## src/rtl/mips_pkg.sv

```systemverilog
`default_nettype none
// ============================================================================
// Module   : mips_pkg
// Brief    : Opcode/funct, ALU op, FSM state and exception cause encodings.
// Revision : 1.0
// ============================================================================
package mips_pkg;

    localparam logic [5:0] c_op_rtype = 6'b000000;
    localparam logic [5:0] c_op_lw    = 6'b100011;
    localparam logic [5:0] c_op_sw    = 6'b101011;
    localparam logic [5:0] c_op_beq   = 6'b000100;
    localparam logic [5:0] c_op_addi  = 6'b001000;
    localparam logic [5:0] c_op_j     = 6'b000010;

    localparam logic [5:0] c_fn_add = 6'b100000;
    localparam logic [5:0] c_fn_sub = 6'b100010;
    localparam logic [5:0] c_fn_and = 6'b100100;
    localparam logic [5:0] c_fn_or  = 6'b100101;
    localparam logic [5:0] c_fn_slt = 6'b101010;

    localparam logic [2:0] c_alu_and = 3'd0;
    localparam logic [2:0] c_alu_or  = 3'd1;
    localparam logic [2:0] c_alu_add = 3'd2;
    localparam logic [2:0] c_alu_sub = 3'd6;
    localparam logic [2:0] c_alu_slt = 3'd7;

    localparam logic [3:0] c_st_rst    = 4'd0;
    localparam logic [3:0] c_st_fetch  = 4'd1;
    localparam logic [3:0] c_st_decode = 4'd2;
    localparam logic [3:0] c_st_memadr = 4'd3;
    localparam logic [3:0] c_st_memrd  = 4'd4;
    localparam logic [3:0] c_st_memwb  = 4'd5;
    localparam logic [3:0] c_st_memwr  = 4'd6;
    localparam logic [3:0] c_st_rex    = 4'd7;
    localparam logic [3:0] c_st_rwb    = 4'd8;
    localparam logic [3:0] c_st_beq    = 4'd9;
    localparam logic [3:0] c_st_aex    = 4'd10;
    localparam logic [3:0] c_st_awb    = 4'd11;
    localparam logic [3:0] c_st_jmp    = 4'd12;
    localparam logic [3:0] c_st_exc    = 4'd13;

    localparam logic [1:0] c_cause_none = 2'd0;
    localparam logic [1:0] c_cause_ovf  = 2'd1;
    localparam logic [1:0] c_cause_ill  = 2'd2;

    localparam logic [1:0] c_srcb_regb   = 2'd0;
    localparam logic [1:0] c_srcb_four   = 2'd1;
    localparam logic [1:0] c_srcb_imm    = 2'd2;
    localparam logic [1:0] c_srcb_imm_sh = 2'd3;

    localparam logic [1:0] c_pc_alu    = 2'd0;
    localparam logic [1:0] c_pc_aluout = 2'd1;
    localparam logic [1:0] c_pc_jump   = 2'd2;
    localparam logic [1:0] c_pc_exc    = 2'd3;

    typedef struct packed {
        logic [2:0] alu_op;
        logic       alu_src_a;
        logic [1:0] alu_src_b;
        logic       iord;
        logic       mem_write;
        logic       ir_write;
        logic       reg_dst;
        logic       mem_to_reg;
        logic       reg_write;
        logic [1:0] pc_src;
        logic       pc_write;
        logic       branch;
        logic       exc_valid;
    } ctrl_t;

    // Only ADD and SUB produce a meaningful Ov flag.
    function automatic logic is_addsub(input logic [2:0] op);
        return (op == c_alu_add) || (op == c_alu_sub);
    endfunction

endpackage
`default_nettype wire

```

## src/rtl/multicycle_control_alu_decoder.sv

```systemverilog
`default_nettype none
// ============================================================================
// Module   : alu_decoder
// Brief    : R-type funct to ALU op, flagging unsupported funct codes.
// Revision : 1.0
// ============================================================================
module alu_decoder
    import mips_pkg::*;
(
    input  logic [5:0] i_funct,
    output logic [2:0] o_alu_op,
    output logic       o_illegal
);

    always_comb begin
        o_alu_op  = c_alu_add;
        o_illegal = 1'b0;
        case (i_funct)
            c_fn_add: o_alu_op = c_alu_add;
            c_fn_sub: o_alu_op = c_alu_sub;
            c_fn_and: o_alu_op = c_alu_and;
            c_fn_or:  o_alu_op = c_alu_or;
            c_fn_slt: o_alu_op = c_alu_slt;
            default:  o_illegal = 1'b1;
        endcase
    end

endmodule
`default_nettype wire

```

## src/rtl/multicycle_control.sv

```systemverilog
`default_nettype none
// ============================================================================
// Module   : multicycle_control
// Brief    : Multicycle MIPS control FSM with overflow and illegal-op traps.
// Revision : 1.0
// ============================================================================
module multicycle_control
    import mips_pkg::*;
#(
    parameter bit TRAP_OVF = 1'b1
)
(
    input  logic       clk,
    input  logic       reset,
    input  logic [5:0] opcode,
    input  logic [5:0] funct,
    input  logic       zero,
    input  logic       ov,
    input  logic       mem_ready,
    output logic [2:0] alu_op,
    output logic       alu_src_a,
    output logic [1:0] alu_src_b,
    output logic       iord,
    output logic       mem_write,
    output logic       ir_write,
    output logic       reg_dst,
    output logic       mem_to_reg,
    output logic       reg_write,
    output logic [1:0] pc_src,
    output logic       pc_en,
    output logic       exc_valid,
    output logic [1:0] exc_cause
);

    logic [3:0] r_state;
    logic [3:0] w_next;
    logic [1:0] r_exc_cause;
    logic [1:0] w_cause_next;
    logic [2:0] w_rex_op;
    logic       w_rex_illegal;
    ctrl_t      w_ctrl;

    alu_decoder u_alu_decoder (
        .i_funct   (funct),
        .o_alu_op  (w_rex_op),
        .o_illegal (w_rex_illegal)
    );

    always_ff @(posedge clk or posedge reset) begin
        if (reset) begin
            r_state     <= c_st_rst;
            r_exc_cause <= c_cause_none;
        end else begin
            r_state <= w_next;
            if (w_next == c_st_exc) begin
                r_exc_cause <= w_cause_next;
            end
        end
    end

    always_comb begin
        w_next       = c_st_rst;
        w_cause_next = c_cause_none;
        case (r_state)
            c_st_rst:    w_next = c_st_fetch;
            c_st_fetch:  w_next = mem_ready ? c_st_decode : c_st_fetch;
            c_st_decode: begin
                case (opcode)
                    c_op_lw,
                    c_op_sw:    w_next = c_st_memadr;
                    c_op_rtype: w_next = c_st_rex;
                    c_op_beq:   w_next = c_st_beq;
                    c_op_addi:  w_next = c_st_aex;
                    c_op_j:     w_next = c_st_jmp;
                    default: begin
                        w_next       = c_st_exc;
                        w_cause_next = c_cause_ill;
                    end
                endcase
            end
            c_st_memadr: w_next = (opcode == c_op_lw) ? c_st_memrd : c_st_memwr;
            c_st_memrd:  w_next = mem_ready ? c_st_memwb : c_st_memrd;
            c_st_memwb:  w_next = c_st_fetch;
            c_st_memwr:  w_next = mem_ready ? c_st_fetch : c_st_memwr;
            c_st_rex: begin
                // An unknown funct outranks any overflow on the same cycle.
                if (w_rex_illegal) begin
                    w_next       = c_st_exc;
                    w_cause_next = c_cause_ill;
                end else if (TRAP_OVF && ov && is_addsub(w_rex_op)) begin
                    w_next       = c_st_exc;
                    w_cause_next = c_cause_ovf;
                end else begin
                    w_next = c_st_rwb;
                end
            end
            c_st_aex: begin
                if (TRAP_OVF && ov) begin
                    w_next       = c_st_exc;
                    w_cause_next = c_cause_ovf;
                end else begin
                    w_next = c_st_awb;
                end
            end
            c_st_rwb,
            c_st_beq,
            c_st_awb,
            c_st_jmp,
            c_st_exc:    w_next = c_st_fetch;
            default:     w_next = c_st_rst;
        endcase
    end

    always_comb begin
        w_ctrl        = '0;
        w_ctrl.alu_op = c_alu_add;
        case (r_state)
            c_st_rst:    w_ctrl = '0;
            c_st_fetch: begin
                w_ctrl.alu_src_b = c_srcb_four;
                w_ctrl.ir_write  = mem_ready;
                w_ctrl.pc_write  = mem_ready;
            end
            c_st_decode: w_ctrl.alu_src_b = c_srcb_imm_sh;
            c_st_memadr: begin
                w_ctrl.alu_src_a = 1'b1;
                w_ctrl.alu_src_b = c_srcb_imm;
            end
            c_st_memrd:  w_ctrl.iord = 1'b1;
            c_st_memwb: begin
                w_ctrl.mem_to_reg = 1'b1;
                w_ctrl.reg_write  = 1'b1;
            end
            c_st_memwr: begin
                w_ctrl.iord      = 1'b1;
                w_ctrl.mem_write = 1'b1;
            end
            c_st_rex: begin
                w_ctrl.alu_src_a = 1'b1;
                w_ctrl.alu_src_b = c_srcb_regb;
                w_ctrl.alu_op    = w_rex_op;
            end
            c_st_rwb: begin
                w_ctrl.reg_dst   = 1'b1;
                w_ctrl.reg_write = 1'b1;
            end
            c_st_beq: begin
                w_ctrl.alu_src_a = 1'b1;
                w_ctrl.alu_op    = c_alu_sub;
                w_ctrl.pc_src    = c_pc_aluout;
                w_ctrl.branch    = 1'b1;
            end
            c_st_aex: begin
                w_ctrl.alu_src_a = 1'b1;
                w_ctrl.alu_src_b = c_srcb_imm;
            end
            c_st_awb:    w_ctrl.reg_write = 1'b1;
            c_st_jmp: begin
                w_ctrl.pc_src   = c_pc_jump;
                w_ctrl.pc_write = 1'b1;
            end
            c_st_exc: begin
                w_ctrl.pc_src    = c_pc_exc;
                w_ctrl.pc_write  = 1'b1;
                w_ctrl.exc_valid = 1'b1;
            end
            default:     w_ctrl = '0;
        endcase
    end

    // Write strobes are also gated by reset so they drop the instant it rises.
    assign alu_op     = w_ctrl.alu_op;
    assign alu_src_a  = w_ctrl.alu_src_a;
    assign alu_src_b  = w_ctrl.alu_src_b;
    assign iord       = w_ctrl.iord;
    assign mem_write  = w_ctrl.mem_write & ~reset;
    assign ir_write   = w_ctrl.ir_write & ~reset;
    assign reg_dst    = w_ctrl.reg_dst;
    assign mem_to_reg = w_ctrl.mem_to_reg;
    assign reg_write  = w_ctrl.reg_write & ~reset;
    assign pc_src     = w_ctrl.pc_src;
    assign pc_en      = (w_ctrl.pc_write | (w_ctrl.branch & zero)) & ~reset;
    assign exc_valid  = w_ctrl.exc_valid;
    assign exc_cause  = r_exc_cause;

endmodule
`default_nettype wire

```

## config.mk

```make
export PLATFORM = sky130hd
export DESIGN_NAME = multicycle_control
export DESIGN_NICKNAME = d
export VERILOG_FILES = /design/src/rtl/mips_pkg.sv /design/src/rtl/multicycle_control_alu_decoder.sv /design/src/rtl/multicycle_control.sv
export SDC_FILE = /design/constraint.sdc
export NUM_CORES = 1
export LEC_CHECK = 0
export BUFFER_PORTS_ARGS = -buffer_cell sky130_fd_sc_hd__buf_2
export CORE_ASPECT_RATIO = 0.9
export CORE_MARGIN = 2
export CORE_UTILIZATION = 49
export CTS_CLUSTER_SIZE = 16
export DETAILED_ROUTE_END_ITERATION = 7
export PLACE_DENSITY = 0.85
export RECOVER_POWER = 50
export SLEW_MARGIN = 10
export SYNTH_ARGS = -nofsm -noshare
export SYNTH_HDL_FRONTEND = slang
export SYNTH_SLANG_ARGS = --single-unit
```

## constraint.sdc

```tcl
create_clock -name clk -period 3.3 [get_ports clk]
set_clock_uncertainty 0.05 [all_clocks]
set_input_delay 0 -clock clk [delete_from_list [all_inputs] [get_ports clk]]
set_output_delay 0 -clock clk [all_outputs]
set_load 0.005 [all_outputs]
```

==> impl_metrics.yaml, run 1 <==
floorplan:
  die_w_um: 45.50
  rows: 13
  die_area_um2: 1881
  die-height_um: 41.35
  io_pins: 35
  initial_utilization_pct: 52.46
  coreArea_um2: 1448
critical_path:
  worstSetupPathType: "reg -> reg"
  required_ns: 3.39
  worstPathMaxFanout: 17
  arrival_ns: 2.10
  startpoint_type: "register"
  startpoint: "r_state[0]$_DFF_PP0_"
  reg2reg_slack_ns: 1.29
  cp_cell_sequence: "inv_4 > or4_4 > o221ai_2 > nor2_2 > a41o_1"
  cpMaxStageDelayCell: "dfrtp_1"
  worstReg2RegStart: "r_state[0]$_DFF_PP0_"
  cp_slowest_stage_delay_ns: 0.68
  worstSetupEndpointType: "register"
timing:
  fmax_mhz: 496.5
  fin_crit_sh_pct: 61.04
  tightest_slew_ns: 0.7486
  hold_slack_ns: 0.1094
  period_minus_slack_ns: 2.014
  relSlewSlack_pct: 49.39
  tns_ns: 0
  maxSlewViolCount: 0
  setup_viol: 0
  rsz0062_at_grt: "no"
  finalHoldViolCount: 0
pwr:
  powerDensity_nw_per_um2: 731.4
  peakVddDrop_uv: 434.6
  leakagePower_nw: 0.4193
global_route:
  gr-total-overflow: 0
  grt_max_degree: 22
  grt_pass1_wl_um: 3450
  antenna_found_initial: 0
  grt_pass1_vias: 775
  track_usage_pct: 26.48
clock_network:
  cts_tree: "built"
  root_buffer: "clkbuf_4"
  cts_max_level: 1
  cts_sinks: 6
  path_clk_slew_ns: 0.04
  numCtsBuffers: 3
  clock_path_buffers: 2
  cts_setup_buffers: 0
  clk_latency_ns: 0.26
synthesis:
  syn-cell-area_um2: 759.5
  synthCells: 102
  synth_top_cell_by_area: "dfrtp_1"
  synth.area.top_cells: "dfrtp_1, nor2_1, nand2b_1, nand2_1, nor4b_1"
  ys.flop_type: "dfrtp_1"
  async_reset_ff_share_pct: 100.0
  synth_edf_count: 0
  synth_nets: 119
  yosysWarnings: 0
  synth_top_area_share_pct: 19.77
  ys_seq_area_share_pct: 19.77
  synth-seq-cells: 6
  synth_cell_type_count: 45
  avgSynthCellArea_um2: 7.446
placement:
  gp_congestion: 0.8159
  dp_hpwl_um: 1623
  numPortBuffers: 34
drt:
  wl_per_cell_um: 14.38
  dr.pass1.iters: 4
  vias: 931
  routed_via_density: 6.248
  drt_iter0_drc: 37
  drtAntennaViolNets: 0
  route.detailed.drc: 0
  drt_wl_total_um: 2142
finish:
  diodes: 0
  nNetsFinal: 153
  nFillCells: 138
  drive_gt1_share_pct: 29.85
  syn2layout_area_growth_pct: 23.23
outcome:
  outcome: "finished clean"
job:
  drv_cap: 0
min_path:
  min_path_type: "in -> reg"
  worstHoldStart: "opcode[2]"
-- cells by family after synthesis --
kind of cell / count (synthesis) / share of synthesized area (%)
muxes: 2 / 2.636
buffers and inverters: 10 / 7.248
xor gates and xnor gates: 1 / 1.153
DFF: 6 / 19.77
AOI/OAI and AO/OA: 27 / 27.84
and+or+nand+nor: 56 / 41.35
-- where the power goes --
| part | switching, mW | internal, mW | leakage [nW] |
|---|---|---|---|
| Sequential | 0.103 | 0.106 | 0.0728 |
| Combinational | 0.213 | 0.193 | 0.333 |
| Clock | 0.0283 | 0.0412 | 0.0138 |
-- flip-flops by register name (all words and copies together) (netlist names) --
name / count
exc_cause: 2
r_state: 4
-- critical path, delay by kind of cell (launching register included) --
family | cells | cell delay, ns
simple gates | 2 | 0.61
flops | 1 | 0.68
compound gates | 2 | 0.46
buf+inv | 1 | 0.09
-- synth_stat cells (2+ instances only) --
cell,count
nor2b_1,2
nand2_1,8
nor4b_1,3
o21ai_0,3
inv_1,3
nor3b_1,3
mux2i_1,2
a31oi_1,2
or2_2,2
and3_1,2
o22a_1,2
a21oi_1,3
nor3_1,4
o21a_1,2
nor4_1,2
buf_2,3
o211ai_1,2
or4_4,2
dfrtp_1,6
nand3_1,4
nor2_1,13
nand2b_1,6
-- routing by layer --
layer	vias up	part of all wire, %	global-route usage [%]	wire length [um]
met3	6	9.6	6.466	206
met2	55	48	46.13	1033
li1	454	-	-	-
met5	-	0	0	0
met4	0	2.2	11.03	47
met1	416	40	31.66	854
-- cells in the final DEF, fill, tap and decap left out, drive strengths merged, types with 3 or more instances in the layout --
cell type  instances
nand2b             6
nand2              8
o21ai              4
nor2              14
nor3               4
nor4b              3
clkbuf            12
or4                3
nand3              4
inv                4
nor3b              3
buf               25
a21oi              3
dfrtp              6
-- worst paths after layout --
check                                                end  cells after the start
worst max-delay path            exc_cause[0]$_DFFE_PP0N_                      5
worst min-delay path                r_state[1]$_DFF_PP0_                      4
worst max register to register  exc_cause[0]$_DFFE_PP0N_                      5
worst min register to register  exc_cause[1]$_DFFE_PP0N_                      2
max in group asynchronous       exc_cause[1]$_DFFE_PP0N_                      3
min in group asynchronous           r_state[3]$_DFF_PP0_                      3
-- repair_timing --
item,CTS,global route
endpoints found under the setup margin,0,0
hold buffers,1,0
endpoints found under the hold margin,6,0
resized for setup,0,0
-- cell type report --
class | instances | area, um^2 | share of cell area [%]
clock buffers | 3 | 22.52 | 2.406
inverters | 4 | 17.52 | 1.872
multi-input cells | 86 | 554.3 | 59.22
flip-flops and latches | 6 | 150.1 | 16.04
well taps | 15 | 18.77 | 2.005
repair buffers | 35 | 172.7 | 18.45
-- through the flow --
| step | util (%) | instances | instance area (um^2) | total power [mW] | setup slack (ns) |
|---|---|---|---|---|---|
| after floorplan | - | 102 | 759.5 | 0.5017 | 1.612 |
| after global placement | 62.92 | 145 | 910.9 | 0.5994 | 1.353 |
| after detailed placement | 62.92 | 145 | 910.9 | 0.6134 | 1.303 |
| after CTS | 65.17 | 149 | 943.4 | 0.6867 | 1.297 |
| after global routing | 64.65 | 149 | 935.9 | 0.7460 | 1.178 |
| final | 64.65 | 149 | 935.9 | 0.6845 | 1.286 |
(Power assumes the default switching activity.)
==> run 2: changes to the inputs <==
--- a/config.mk
+++ b/config.mk
@@ -8,10 +8,10 @@
 export BUFFER_PORTS_ARGS = -buffer_cell sky130_fd_sc_hd__buf_2
 export CORE_ASPECT_RATIO = 0.9
 export CORE_MARGIN = 2
-export CORE_UTILIZATION = 49
+export CORE_UTILIZATION = 46
 export CTS_CLUSTER_SIZE = 16
 export DETAILED_ROUTE_END_ITERATION = 7
-export PLACE_DENSITY = 0.85
+export PLACE_DENSITY = 0.81
 export RECOVER_POWER = 50
 export SLEW_MARGIN = 10
 export SYNTH_ARGS = -nofsm -noshare
==> constraint.sdc (replaced) <==
create_clock -name clk -period 1.9 [get_ports clk]
set_clock_uncertainty 0.05 [all_clocks]
set_input_delay 0 -clock clk [delete_from_list [all_inputs] [get_ports clk]]
set_output_delay 0 -clock clk [all_outputs]
set_load 0.005 [all_outputs]
==> impl_metrics.yaml, run 2 (synthesis results as in run 1) <==
pwr:
  p_total_mw: 1.275
  powerDensity_nw_per_um2: 1273
  leakagePower_nw: 0.4545
  peakVddDrop_uv: 638.3
drt:
  routed_via_density: 5.699
  route.detailed.drc: 0
  drtAntennaViolNets: 0
  drt_iter0_drc: 35
  dr.pass1.iters: 4
  wl_per_cell_um: 13.59
  drt_wl_total_um: 2215
  vias: 929
clock_network:
  clock_path_buffers: 2
  cts_max_level: 1
  clk_latency_ns: 0.24
  cts_sinks: 6
  cts_tree: "built"
  path_clk_slew_ns: 0.04
  numCtsBuffers: 3
  cts_setup_buffers: 0
  root_buffer: "clkbuf_4"
finish:
  final_cell_count_no_fill: 163
  drive_gt1_share_pct: 34.75
  syn2layout_area_growth_pct: 31.96
  layout.cells.most_common_list: "buf_2, nor2_1, nand2_1"
  nNetsFinal: 160
  final_common_cell: "buf_2"
  nFillCells: 145
  largest_reg_flops: 4
  diodes: 0
  regMostFlops: "r_state"
critical_path:
  startpoint_type: "register"
  worstReg2RegStart: "r_state[3]$_DFF_PP0_"
  worstPathMaxFanout: 9
  arrival_ns: 1.87
  worstSetupPathType: "reg -> reg"
  worstSetupEndpointType: "register"
  r2r-end: "exc_cause[0]$_DFFE_PP0N_"
  r2r_cells: 5
  required_ns: 1.98
  reg2reg_slack_ns: 0.11
floorplan:
  coreArea_um2: 1496
  die_w_um: 46.83
  die_area_um2: 1992
  die-height_um: 42.55
  io_pins: 35
  rows: 13
  initial_utilization_pct: 50.75
timing:
  tightest_slew_ns: 0.4003
  finalHoldViolCount: 0
  maxSlewViolCount: 0
  rsz0062_at_grt: "no"
  tns_ns: 0
  period_minus_slack_ns: 1.791
  fin_ws_ns: 0.1091
  fin_crit_sh_pct: 94.26
  relSlewSlack_pct: 72.94
  setup_viol: 0
  fmax_mhz: 558.4
outcome:
  outcome: "finished clean"
min_path:
  min_path_cells: 4
  hold_end: "r_state[1]$_DFF_PP0_"
  worstHoldStart: "opcode[2]"
  min_path_type: "in -> reg"
placement:
  dp_hpwl_um: 1749
  dp.cells: 159
  gp_congestion: 0.8882
  numPortBuffers: 34
  preCtsSetupSlack_ns: 0.02398
global_route:
  grt_pass1_vias: 819
  use_met2_pct: 38.90
  gr-total-overflow: 0
  antenna_found_initial: 0
  grt_pass1_wl_um: 3705
  grt-busiest-layer: "met2"
  grt_max_degree: 15
  track_usage_pct: 24.98
  use_met3_pct: 6.466
  use_met1_pct: 34.82
job:
  drv_cap: 0
run 2: worst max-delay path, stage by stage, from the launching register on:
cell      delay [ns]
dfrtp_1         0.48
nand2b_1        0.29
a211o_1         0.31
o22ai_2         0.23
nor2_2          0.08
a41o_1          0.24
run 2: how the worst max path moves through the flow:
stage / startpoint / to
finish: r_state[3]$_DFF_PP0_ / exc_cause[0]$_DFFE_PP0N_
global route: r_state[3]$_DFF_PP0_ / pc_en
CTS: r_state[0]$_DFF_PP0_ / exc_cause[0]$_DFFE_PP0N_
detailed placement: r_state[0]$_DFF_PP0_ / exc_cause[0]$_DFFE_PP0N_
global placement: r_state[0]$_DFF_PP0_ / exc_cause[0]$_DFFE_PP0N_
floorplan: r_state[2]$_DFF_PP0_ / exc_cause[0]$_DFFE_PP0N_
run 2: cell type report:
cell class | instances | area, um^2 | area share [%]
multi-input cells | 86 | 560.5 | 55.93
clock buffers | 3 | 22.52 | 2.247
inverters | 4 | 17.52 | 1.748
flip-flops and latches | 6 | 151.4 | 15.11
well taps | 22 | 27.53 | 2.747
repair buffers | 42 | 222.7 | 22.22
run 2: timing repair:
item                       in CTS  in global routing
setup endpoints to repair       0                  3
hold endpoints to repair        6                  0
hold buffers                    1                  0
gates resized for setup         0                  2
run 2: stage by stage:
stage / cell area, um^2 / utilization [%] / hold slack [ns]
global placement: 972.2 / 64.97 / -0.08287
CTS: 1005 / 67.14 / 0.1131
global route: 1002 / 66.97 / 0.1395
floorplan: 759.5 / - / -0.2507
finish: 1002 / 66.97 / 0.1239
detailed placement: 972.2 / 64.97 / -0.08091
run 2: layer usage:
layer	up-vias	share of wire (%)
met5	-	0
met3	0	5.0
met1	426	50
met4	0	0
li1	469	-
met2	34	45
run 2: power by group:
part	switching, mW	internal [mW]
sequential	0.0989	0.188
combinational	0.470	0.402
clock	0.0450	0.0714
==> run 3: changes to the inputs <==
--- a/config.mk
+++ b/config.mk
@@ -7,8 +7,9 @@
 export LEC_CHECK = 0
 export BUFFER_PORTS_ARGS = -buffer_cell sky130_fd_sc_hd__buf_2
 export CORE_ASPECT_RATIO = 0.9
-export CORE_MARGIN = 2
+export CORE_MARGIN = 10
 export CORE_UTILIZATION = 46
+export CTS_BUF_LIST = sky130_fd_sc_hd__clkbuf_4 sky130_fd_sc_hd__clkbuf_8 sky130_fd_sc_hd__clkbuf_16
 export CTS_CLUSTER_SIZE = 16
 export DETAILED_ROUTE_END_ITERATION = 7
 export PLACE_DENSITY = 0.81
==> impl_metrics.yaml, run 3 (synthesis results as in run 1) <==
finish:
  drive_gt1_share_pct: 35.86
  nFillCells: 149
  layout.cells.most_common_list: "buf_2, nor2_1, buf_4"
  nNetsFinal: 164
  diodes: 0
  syn2layout_area_growth_pct: 35.42
  largest_reg_flops: 4
  final_cell_count_no_fill: 167
  post-route-util_pct: 68.73
  final_common_cell: "buf_2"
  design_area_um2: 1028
  regMostFlops: "r_state"
drt:
  drt_iter0_drc: 44
  route.detailed.drc: 0
  routed_via_density: 5.701
  drt_wl_total_um: 2572
  drtAntennaViolNets: 0
  vias: 952
  wl_per_cell_um: 15.40
  dr.pass1.iters: 4
clock_network:
  cts_max_level: 1
  clk_latency_ns: 0.25
  path_clk_slew_ns: 0.05
  numCtsBuffers: 3
  cts_setup_buffers: 0
  clock_path_buffers: 2
  root_buffer: "clkbuf_4"
  cts_tree: "built"
  cts_sinks: 6
placement:
  gp_congestion: 0.8668
  numPortBuffers: 34
  dp.cells: 163
  dpl_cell_area_um2: 1002
  dp_hpwl_um: 2142
critical_path:
  reg2reg_slack_ns: 0.07
  startpoint_type: "register"
  arrival_ns: 1.91
  worstSetupPathType: "reg -> reg"
  worstSetupEndpointType: "register"
  required_ns: 1.98
  worstPathMaxFanout: 12
floorplan:
  coreArea_um2: 1496
  die_area_um2: 3678
  rows: 13
  io_pins: 35
  die-height_um: 58.55
  die_w_um: 62.83
  initial_utilization_pct: 50.75
timing:
  tightest_slew_ns: 0.3874
  tns_ns: 0
  finalHoldViolCount: 0
  fmax_mhz: 546.1
  rsz0062_at_grt: "no"
  relSlewSlack_pct: 73.81
  fin_crit_sh_pct: 96.38
  period_minus_slack_ns: 1.831
  maxSlewViolCount: 0
  setup_viol: 0
global_route:
  track_usage_pct: 13.57
  antenna_found_initial: 0
  grt_pass1_wl_um: 4264
  grt_max_degree: 13
  gr-total-overflow: 0
  grt_pass1_vias: 965
job:
  drv_cap: 0
min_path:
  min_path_type: "in -> reg"
pwr:
  p_total_mw: 1.344
  powerDensity_nw_per_um2: 1307
  leakagePower_nw: 0.4744
  peakVddDrop_uv: 804.1
outcome:
  outcome: "finished clean"
-- run 3: cell types whose count changed in the layout (fill, tap and decap cells not counted), sizes merged --
| cell | change |
|---|---|
| buf | +5 |
| clkbuf | -1 |
-- run 3: worst paths after layout --
| check | cells after the start | endpoint | startpoint |
|---|---|---|---|
| min reg2reg | 3 | exc_cause[0]$_DFFE_PP0N_ | exc_cause[0]$_DFFE_PP0N_ |
| max | 6 | exc_cause[0]$_DFFE_PP0N_ | r_state[2]$_DFF_PP0_ |
| max in group asynchronous | 3 | exc_cause[0]$_DFFE_PP0N_ | reset |
| max reg2reg | 6 | exc_cause[0]$_DFFE_PP0N_ | r_state[2]$_DFF_PP0_ |
| min | 4 | r_state[1]$_DFF_PP0_ | opcode[2] |
| min in group asynchronous | 3 | r_state[3]$_DFF_PP0_ | reset |
-- run 3: what timing repair did --
action                     CTS  global route
setup endpoints to repair    0             3
hold endpoints to repair     6             0
resized for setup            0             1
hold buffers                 1             0
-- run 3: power by group --
| group | switching [mW] | leakage (nW) | internal, mW |
|---|---|---|---|
| clock network | 0.0466 | 0.0138 | 0.0715 |
| logic | 0.493 | 0.388 | 0.442 |
| registers | 0.106 | 0.0728 | 0.186 |
-- run 3: final cells by class --
cell class / instances / area (um^2) / share of cell area [%]
Multi-Input combinational cell: 86 / 560.5 / 54.50
Timing Repair Buffer: 46 / 250.2 / 24.33
Sequential cell: 6 / 150.1 / 14.60
Tap cell: 22 / 27.53 / 2.676
Clock buffer: 3 / 22.52 / 2.190
Inverter: 4 / 17.52 / 1.703
-- run 3: per-stage QoR --
stage	setup WS, ns	hold slack, ns
after floorplan	0.2119	-0.2507
after global placement	0.1614	-0.07887
after detailed placement	0.1050	-0.07954
after CTS	0.09288	0.1276
after global routing	0.02195	0.1622
final	0.06878	0.1336
-- run 3: critical path, stage by stage, from the launching register on --
cell      delay (ns)
dfrtp_1         0.55
buf_4           0.20
nor3b_1         0.19
a221oi_1        0.07
o21ai_0         0.26
nand3_1         0.18
a41o_1          0.21
-- run 3: per-layer routing --
layer	track usage, %	wire, um	vias up
met5	0	0	-
met4	3.822	8	0
met3	4.159	194	2
met2	24.12	1213	35
met1	15.47	1156	442
li1	-	-	473
